==> src/rtl/rv_trace_encoder_if.sv <==
`default_nettype none
// ============================================================================
// Module : rv_trace_encoder_if
// Retired-record input and byte-stream output bundle of rv_trace_encoder.
// Rev    : 1.0
// ============================================================================
interface rv_trace_encoder_if;
    logic        i_retire_valid;
    logic [29:0] i_pc;
    logic [31:0] i_instr;
    logic        i_reg_write;
    logic [31:0] i_reg_data;
    logic        i_mem_write;
    logic        i_mem_read;
    logic [31:0] i_mem_addr;
    logic [31:0] i_mem_data;
    logic [7:0]  o_data;
    logic        o_valid;
    logic        i_ready;
    logic [15:0] o_drop_count;
    logic        o_busy;

    modport master (
        input  i_retire_valid, i_pc, i_instr, i_reg_write, i_reg_data,
        input  i_mem_write, i_mem_read, i_mem_addr, i_mem_data, i_ready,
        output o_data, o_valid, o_drop_count, o_busy
    );

    modport slave (
        output i_retire_valid, i_pc, i_instr, i_reg_write, i_reg_data,
        output i_mem_write, i_mem_read, i_mem_addr, i_mem_data, i_ready,
        input  o_data, o_valid, o_drop_count, o_busy
    );
endinterface
`default_nettype wire

==> src/rtl/rv_trace_encoder.sv <==
`default_nettype none
// ============================================================================
// Module : rv_trace_encoder
// Retirement-trace packetizer: record FIFO plus little-endian byte serializer.
// Memory fields are built in only when RV_TRACE_ENC_MEM_EN is defined.
// Rev    : 1.0
// ============================================================================
module rv_trace_encoder #(
    parameter int FIFO_DEPTH = 4
) (
    input  wire logic           i_clk,
    input  wire logic           i_reset,
    rv_trace_encoder_if.master  bus
);
    localparam int c_ptr_w = $clog2(FIFO_DEPTH);
    localparam int c_cnt_w = c_ptr_w + 1;

    typedef struct packed {
        logic        lost;
        logic [2:0]  seq;
        logic [29:0] pc;
        logic [31:0] instr;
        logic        reg_write;
        logic [31:0] reg_data;
`ifdef RV_TRACE_ENC_MEM_EN
        logic        mem_write;
        logic        mem_read;
        logic [31:0] mem_addr;
        logic [31:0] mem_data;
`endif
    } rec_t;

    typedef enum logic [2:0] {
        S_IDLE  = 3'd0,
        S_HDR   = 3'd1,
        S_PC    = 3'd2,
        S_INSTR = 3'd3,
        S_RDATA = 3'd4
`ifdef RV_TRACE_ENC_MEM_EN
        ,
        S_MADDR = 3'd5,
        S_MDATA = 3'd6
`endif
    } state_t;

    function automatic state_t next_field(input state_t s, input rec_t r);
        state_t n;
        n = S_IDLE;
        case (s)
            S_HDR:   n = S_PC;
            S_PC:    n = S_INSTR;
            S_INSTR: begin
                if (r.reg_write) n = S_RDATA;
`ifdef RV_TRACE_ENC_MEM_EN
                else if (r.mem_write | r.mem_read) n = S_MADDR;
`endif
                else n = S_IDLE;
            end
`ifdef RV_TRACE_ENC_MEM_EN
            S_RDATA: n = (r.mem_write | r.mem_read) ? S_MADDR : S_IDLE;
            S_MADDR: n = S_MDATA;
`endif
            default: n = S_IDLE;
        endcase
        return n;
    endfunction

    function automatic logic [7:0] stream_byte(input state_t s, input logic [1:0] idx, input rec_t r);
        logic [31:0] word;
        logic [7:0]  hdr;
        hdr = {1'b1, r.lost, r.reg_write, 2'b00, r.seq};
`ifdef RV_TRACE_ENC_MEM_EN
        hdr[4] = r.mem_write;
        hdr[3] = r.mem_read;
`endif
        case (s)
            S_PC:    word = {r.pc, 2'b00};
            S_INSTR: word = r.instr;
            S_RDATA: word = r.reg_data;
`ifdef RV_TRACE_ENC_MEM_EN
            S_MADDR: word = r.mem_addr;
            S_MDATA: word = r.mem_data;
`endif
            default: word = '0;
        endcase
        if (s == S_HDR) return hdr;
        return 8'(word >> {idx, 3'b000});
    endfunction

    rec_t                fifo_mem [FIFO_DEPTH];
    rec_t                shadow_q, shadow_d;
    state_t              state_q, state_d;
    logic [1:0]          idx_q, idx_d;
    logic [c_cnt_w-1:0]  count_q, count_d;
    logic [c_ptr_w-1:0]  rd_ptr_q, wr_ptr_q;
    logic [2:0]          seq_q, seq_d;
    logic                lost_q, lost_d;
    logic [15:0]         drop_cnt_q, drop_cnt_d;
    logic [7:0]          o_data_q;
    logic                o_valid_q, busy_q;

    logic                w_hs, w_last, w_pop, w_push, w_drop, w_empty, w_full;
    rec_t                w_new_rec;

    always_comb begin
        w_new_rec           = '0;
        w_new_rec.lost      = lost_q;
        w_new_rec.seq       = seq_q;
        w_new_rec.pc        = bus.i_pc;
        w_new_rec.instr     = bus.i_instr;
        w_new_rec.reg_write = bus.i_reg_write;
        w_new_rec.reg_data  = bus.i_reg_data;
`ifdef RV_TRACE_ENC_MEM_EN
        w_new_rec.mem_write = bus.i_mem_write;
        w_new_rec.mem_read  = bus.i_mem_read;
        w_new_rec.mem_addr  = bus.i_mem_addr;
        w_new_rec.mem_data  = bus.i_mem_data;
`endif
    end

`ifndef RV_TRACE_ENC_MEM_EN
    logic w_unused_mem;
    assign w_unused_mem = ^{bus.i_mem_write, bus.i_mem_read, bus.i_mem_addr, bus.i_mem_data};
`endif

    assign w_empty = (count_q == '0);
    assign w_full  = (count_q == c_cnt_w'(FIFO_DEPTH));
    assign w_hs    = o_valid_q & bus.i_ready;
    assign w_last  = w_hs && (state_q != S_IDLE) &&
                     ((state_q == S_HDR) ? 1'b0 : (idx_q == 2'd3)) &&
                     (next_field(state_q, shadow_q) == S_IDLE);
    // A pop either starts from idle or chains straight into the next header
    assign w_pop   = !w_empty && ((state_q == S_IDLE) || w_last);
    assign w_push  = bus.i_retire_valid && (!w_full || w_pop);
    assign w_drop  = bus.i_retire_valid && !w_push;

    always_comb begin
        state_d    = state_q;
        idx_d      = idx_q;
        shadow_d   = shadow_q;
        seq_d      = seq_q;
        lost_d     = lost_q;
        drop_cnt_d = drop_cnt_q;
        count_d    = count_q + c_cnt_w'(w_push) - c_cnt_w'(w_pop);

        if (w_pop) begin
            shadow_d = fifo_mem[rd_ptr_q];
            state_d  = S_HDR;
            idx_d    = 2'd0;
        end else if (w_hs) begin
            if (state_q == S_HDR) begin
                state_d = S_PC;
                idx_d   = 2'd0;
            end else if (idx_q == 2'd3) begin
                state_d = next_field(state_q, shadow_q);
                idx_d   = 2'd0;
            end else begin
                idx_d = idx_q + 2'd1;
            end
        end

        if (w_push) begin
            seq_d  = seq_q + 3'd1;
            lost_d = 1'b0;
        end else if (w_drop) begin
            lost_d = 1'b1;
            if (drop_cnt_q != 16'hFFFF) drop_cnt_d = drop_cnt_q + 16'd1;
        end
    end

    always_ff @(posedge i_clk) begin
        if (w_push) fifo_mem[wr_ptr_q] <= w_new_rec;
    end

    always_ff @(posedge i_clk or posedge i_reset) begin
        if (i_reset) begin
            state_q    <= S_IDLE;
            idx_q      <= 2'd0;
            shadow_q   <= '0;
            count_q    <= '0;
            rd_ptr_q   <= '0;
            wr_ptr_q   <= '0;
            seq_q      <= 3'd0;
            lost_q     <= 1'b0;
            drop_cnt_q <= 16'd0;
            o_data_q   <= 8'd0;
            o_valid_q  <= 1'b0;
            busy_q     <= 1'b0;
        end else begin
            state_q    <= state_d;
            idx_q      <= idx_d;
            shadow_q   <= shadow_d;
            count_q    <= count_d;
            rd_ptr_q   <= rd_ptr_q + c_ptr_w'(w_pop);
            wr_ptr_q   <= wr_ptr_q + c_ptr_w'(w_push);
            seq_q      <= seq_d;
            lost_q     <= lost_d;
            drop_cnt_q <= drop_cnt_d;
            o_data_q   <= stream_byte(state_d, idx_d, shadow_d);
            o_valid_q  <= (state_d != S_IDLE);
            busy_q     <= (count_d != '0) || (state_d != S_IDLE);
        end
    end

    assign bus.o_data       = o_data_q;
    assign bus.o_valid      = o_valid_q;
    assign bus.o_drop_count = drop_cnt_q;
    assign bus.o_busy       = busy_q;
endmodule
`default_nettype wire
==> src/flat_wrapper.sv <==
// flat-port wrapper written by rule: the top's interface ports become plain ports
module rv_trace_encoder_flat 
#(
    parameter int FIFO_DEPTH = 4
)
  (i_clk, i_reset, bus_i_retire_valid, bus_i_pc, bus_i_instr, bus_i_reg_write, bus_i_reg_data, bus_i_mem_write, bus_i_mem_read, bus_i_mem_addr, bus_i_mem_data, bus_i_ready, bus_o_data, bus_o_valid, bus_o_drop_count, bus_o_busy);
  rv_trace_encoder_if bus_i ();
  input  wire logic i_clk;
  input  wire logic i_reset;
  input wire logic [$bits(bus_i.i_retire_valid)-1:0] bus_i_retire_valid;
  input wire logic [$bits(bus_i.i_pc)-1:0] bus_i_pc;
  input wire logic [$bits(bus_i.i_instr)-1:0] bus_i_instr;
  input wire logic [$bits(bus_i.i_reg_write)-1:0] bus_i_reg_write;
  input wire logic [$bits(bus_i.i_reg_data)-1:0] bus_i_reg_data;
  input wire logic [$bits(bus_i.i_mem_write)-1:0] bus_i_mem_write;
  input wire logic [$bits(bus_i.i_mem_read)-1:0] bus_i_mem_read;
  input wire logic [$bits(bus_i.i_mem_addr)-1:0] bus_i_mem_addr;
  input wire logic [$bits(bus_i.i_mem_data)-1:0] bus_i_mem_data;
  input wire logic [$bits(bus_i.i_ready)-1:0] bus_i_ready;
  output wire logic [$bits(bus_i.o_data)-1:0] bus_o_data;
  output wire logic [$bits(bus_i.o_valid)-1:0] bus_o_valid;
  output wire logic [$bits(bus_i.o_drop_count)-1:0] bus_o_drop_count;
  output wire logic [$bits(bus_i.o_busy)-1:0] bus_o_busy;
  assign bus_i.i_retire_valid = bus_i_retire_valid;
  assign bus_i.i_pc = bus_i_pc;
  assign bus_i.i_instr = bus_i_instr;
  assign bus_i.i_reg_write = bus_i_reg_write;
  assign bus_i.i_reg_data = bus_i_reg_data;
  assign bus_i.i_mem_write = bus_i_mem_write;
  assign bus_i.i_mem_read = bus_i_mem_read;
  assign bus_i.i_mem_addr = bus_i_mem_addr;
  assign bus_i.i_mem_data = bus_i_mem_data;
  assign bus_i.i_ready = bus_i_ready;
  assign bus_o_data = bus_i.o_data;
  assign bus_o_valid = bus_i.o_valid;
  assign bus_o_drop_count = bus_i.o_drop_count;
  assign bus_o_busy = bus_i.o_busy;
  rv_trace_encoder #(.FIFO_DEPTH(FIFO_DEPTH)) u_core (.i_clk(i_clk), .i_reset(i_reset), .bus(bus_i));
endmodule
==> config.mk <==
export PLATFORM = sky130hd
export DESIGN_NAME = rv_trace_encoder_flat
export DESIGN_NICKNAME = d
export VERILOG_FILES = /design/src/rtl/rv_trace_encoder_if.sv /design/src/rtl/rv_trace_encoder.sv /design/src/flat_wrapper.sv
export SDC_FILE = /design/constraint.sdc
export NUM_CORES = 1
export LEC_CHECK = 0
export BUFFER_PORTS_ARGS = -buffer_cell sky130_fd_sc_hd__buf_2
export CORE_MARGIN = 2
export CORE_UTILIZATION = 60
export CTS_BUF_LIST = sky130_fd_sc_hd__clkbuf_2 sky130_fd_sc_hd__clkbuf_4 sky130_fd_sc_hd__clkbuf_8
export CTS_CLUSTER_DIAMETER = 200
export DETAILED_ROUTE_END_ITERATION = 10
export GPL_ROUTABILITY_DRIVEN = 0
export PLACE_DENSITY = 0.8
export SLEW_MARGIN = 20
export SYNTH_ARGS = -nofsm -noshare
export SYNTH_HDL_FRONTEND = slang
export SYNTH_SLANG_ARGS = --single-unit
==> constraint.sdc <==
create_clock -name i_clk -period 25.3 [get_ports i_clk]
set_clock_uncertainty 0.2 [all_clocks]
set_input_delay 5.06 -clock i_clk [delete_from_list [all_inputs] [get_ports i_clk]]
set_output_delay 5.06 -clock i_clk [all_outputs]
set_load 0.05 [all_outputs]
==> run_results.csv <==
group,metric,value,unit
flow_run,max_cap_violations,0,
synthesis,synth.largest_area_cell,"edfxtp_1",
synthesis,seq_area_frac_synth,74.3,%
synthesis,netlist_area,0.0207,sq mm
die,io_pins,191,
synthesis,synth_common_cells,"edfxtp_1, nand2_1, dfrtp_1, mux4_2, clkbuf_1",
global_routing,grt_pass1_vias,11800,
synthesis,yosysUniqueCellTypes,64,
synthesis,yosys-top-cells-area,"edfxtp_1, dfrtp_1, mux4_2, nand2_1, mux2_2",
run_status,outcome,"finished clean",
layout,area_growth,13.6,%
synthesis,synth-seq-cells,537,
critical_path,reg2regPathDepth,12,
timing,max_freq,0.129,GHz
critical_path,cp_max_fo,39,
layout,drive_above_1_share,28.5,%
critical_path,crit_slowest_cell,"or4_1",
clock_tree,cts_buffers,82,
synthesis,synth_edf_count,396,
die,die_w,190,um
placed_design,hpwl,25.8,mm
synthesis,synth_top_area_share,57.3,%
layout,final_cell_area,0.0236,sq mm
die,coreArea,0.0343,sq mm
drt,vias,11300,
critical_path,crit_arrival,8.05,ns
hold_path,hold_path_class,"flip-flop to flip-flop",
synthesis,yosysWarnings,0,
timing,final_max_slew_viol_count,0,
layout,finalNetCount,1564,
global_routing,grt_max_degree,93,
drt,post_drt_wl_per_cell,21.4,um
die,num_rows,68,
synthesis,ys.flop_type,"edfxtp_1",
drt,routed_wl,41.1,mm
timing,tns,0,ns
die,die_height,190,um
hold_path,min_path_cells,2,
placed_design,io_buffers,124,
timing,relSlewSlack,23.8,%
timing,final-setup-viol-count,0,
timing,worstMarginPinSlew,1.14,ns
die,start_util,60.5,%
timing,finalCriticalPeriod,7.78,ns
synthesis,syn_nets,1397,
clock_tree,htree_num_levels,3,
layout,fillers,2136,
global_routing,grt_overflow,0,
drt,drc_errors,0,
drt,via_per_inst,5.87,
timing,final-hold-violation-count,0,
synthesis,synth_cells,1224,
clock_tree,clkTransAtPathRegs,0.06,ns
clock_tree,root_buffer,"clkbuf_8",
clock_tree,tritoncts,"yes",
power,p_leak,0.00898,uW
clock_tree,postCtsHoldBufs,0,
clock_tree,max-clock-path-buffers,3,
synthesis,avgSynthCellArea,17.0,sq um
timing,rsz0062_at_grt,"false",
placed_design,dpl_cell_area,0.0218,sq mm
critical_path,critPathRequiredTime,25.58,ns
critical_path,crit_chain,"buf_2, and3_1, a211oi_4, or2_2, inv_4, ha_1, inv_1, ha_1, fa_1, xnor2_1, xnor2_1, or4_1",
global_routing,grt_usage,23.7,%
clock_tree,clk_latency,0.63,ns
synthesis,async_flop_share,26.3,%
drt,firstDrtPassIters,6,
critical_path,critPathMaxStageDelay,0.47,ns
power,ir_drop,87.6,uV
drt,drt_iter0_drc,1108,
die,die_area,0.0361,sq mm
global_routing,antenna_found_initial,6,
critical_path,critPathKind,"input pin to flip-flop",
clock_tree,cts_setup_buffers,0,
critical_path,crit_path_start_kind,"input pin",
drt,ant_nets,0,
global_routing,grt_pass1_wl,64.6,mm
power,p_per_area,119,mW/mm^2
clock_tree,cts_resized,0,
synthesis,yosysMostFrequentCell,"edfxtp_1",
timing,period_share,30.7,%
critical_path,endpoint_kind,"flip-flop",
clock_tree,cts_num_sinks,537,
critical path: cells and delay by family:
family,cells,cell delay [ns]
compound gates,1,0.14
xor+xnor,2,0.32
simple gates,3,1.19
buf+inv,3,0.53
fa+ha+maj,3,0.79
worst paths after layout:
| kind | start | to | slack (ns) |
|---|---|---|---|
| setup / recovery | bus_i_ready | u_core.bus.o_busy | 17.52 |
| hold / removal | u_core.shadow_q[42] | u_core.shadow_q[42] | 0.28 |
| setup reg to reg | u_core.idx_q[0] | u_core.bus.o_busy | 21.31 |
| hold reg to reg | u_core.shadow_q[42] | u_core.shadow_q[42] | 0.28 |
| max in group asynchronous | i_reset | u_core.rd_ptr_q[1] | 19.26 |
| min in group asynchronous | i_reset | u_core.bus.o_data[0] | 4.40 |
power by group:
part	switching [uW]	internal, uW	total (uW)
logic	448	315	763
clock network	322	417	739
registers	121	1190	1310
total	890	1930	2820
sequential cells by signal (all words and copies together), names as in the netlist:
name                     flops
u_core.bus.o_data            8
u_core.bus.o_busy            1
u_core.rd_ptr_q              2
u_core.idx_q                 2
u_core.count_q               3
u_core.seq_q                 3
u_core.wr_ptr_q              2
u_core.state_q               3
u_core.fifo_mem            396
u_core.bus.o_drop_count     16
u_core.bus.o_valid           1
u_core.lost_q                1
u_core.shadow_q             99
layout make-up:
type / instances / area [sq um] / area share (%)
tap: 455 / 569 / 2.41
clock buffer: 123 / 1470 / 6.25
timing repair buffer: 141 / 748 / 3.17
clock inverter: 31 / 267 / 1.13
antenna: 3 / 7.51 / 0.0318
sequential: 537 / 15400 / 65.4
inverter: 14 / 60.1 / 0.255
multi-input combinational: 615 / 5030 / 21.3
per-stage QoR:
| stage | setup slack [ns] | hold slack [ns] | instances | util (%) | total power, uW |
|---|---|---|---|---|---|
| after CTS | 17.54 | 0.281 | 1916 | 68.8 | 2840 |
| after floorplan | 11.57 | 0.239 | 1224 | - | 1880 |
| after detailed placement | 16.88 | 0.266 | 1762 | 63.7 | 2100 |
| final | 17.52 | 0.276 | 1919 | 68.8 | 2820 |
| after global routing | 17.36 | 0.301 | 1918 | 68.8 | 2960 |
| after global placement | 16.95 | 0.260 | 1762 | 63.7 | 2070 |
placed cells by master (no fill, tap or decap), types with 12 or more instances in the layout:
| master | synthesis | final |
|---|---|---|
| clkbuf_4 | 0 | 35 |
| nor2_1 | 18 | 17 |
| a21oi_1 | 20 | 19 |
| buf_4 | 4 | 17 |
| clkinv_2 | 0 | 12 |
| o21ai_0 | 12 | 12 |
| dfrtp_1 | 141 | 139 |
| buf_2 | 20 | 124 |
| mux4_2 | 99 | 99 |
| clkbuf_8 | 0 | 88 |
| nand3_1 | 22 | 22 |
| mux2_2 | 15 | 15 |
| xnor2_1 | 13 | 13 |
| edfxtp_1 | 396 | 396 |
| nand2_1 | 292 | 292 |
layer usage:
metal  share of wire (%)  GRT usage, %  routed length, um
met5               0.095             0                 39
met4                 3.2          10.0               1300
met3                 7.7          5.83               3170
met2                  48          36.8              19700
met1                  41          32.7              16900
cell families (layout without fill, tap and decap cells):
logic type	Yosys count	after routing	synth area share, %
xor+xnor	21	21	0.886
compound gates	90	90	3.14
other cells	0	3	0
buf+inv	72	309	1.62
fa+ha+maj	8	8	0.519
mux	125	125	12.1
flops	537	537	74.3
simple gates	371	371	7.39
(Power assumes the default switching activity.)
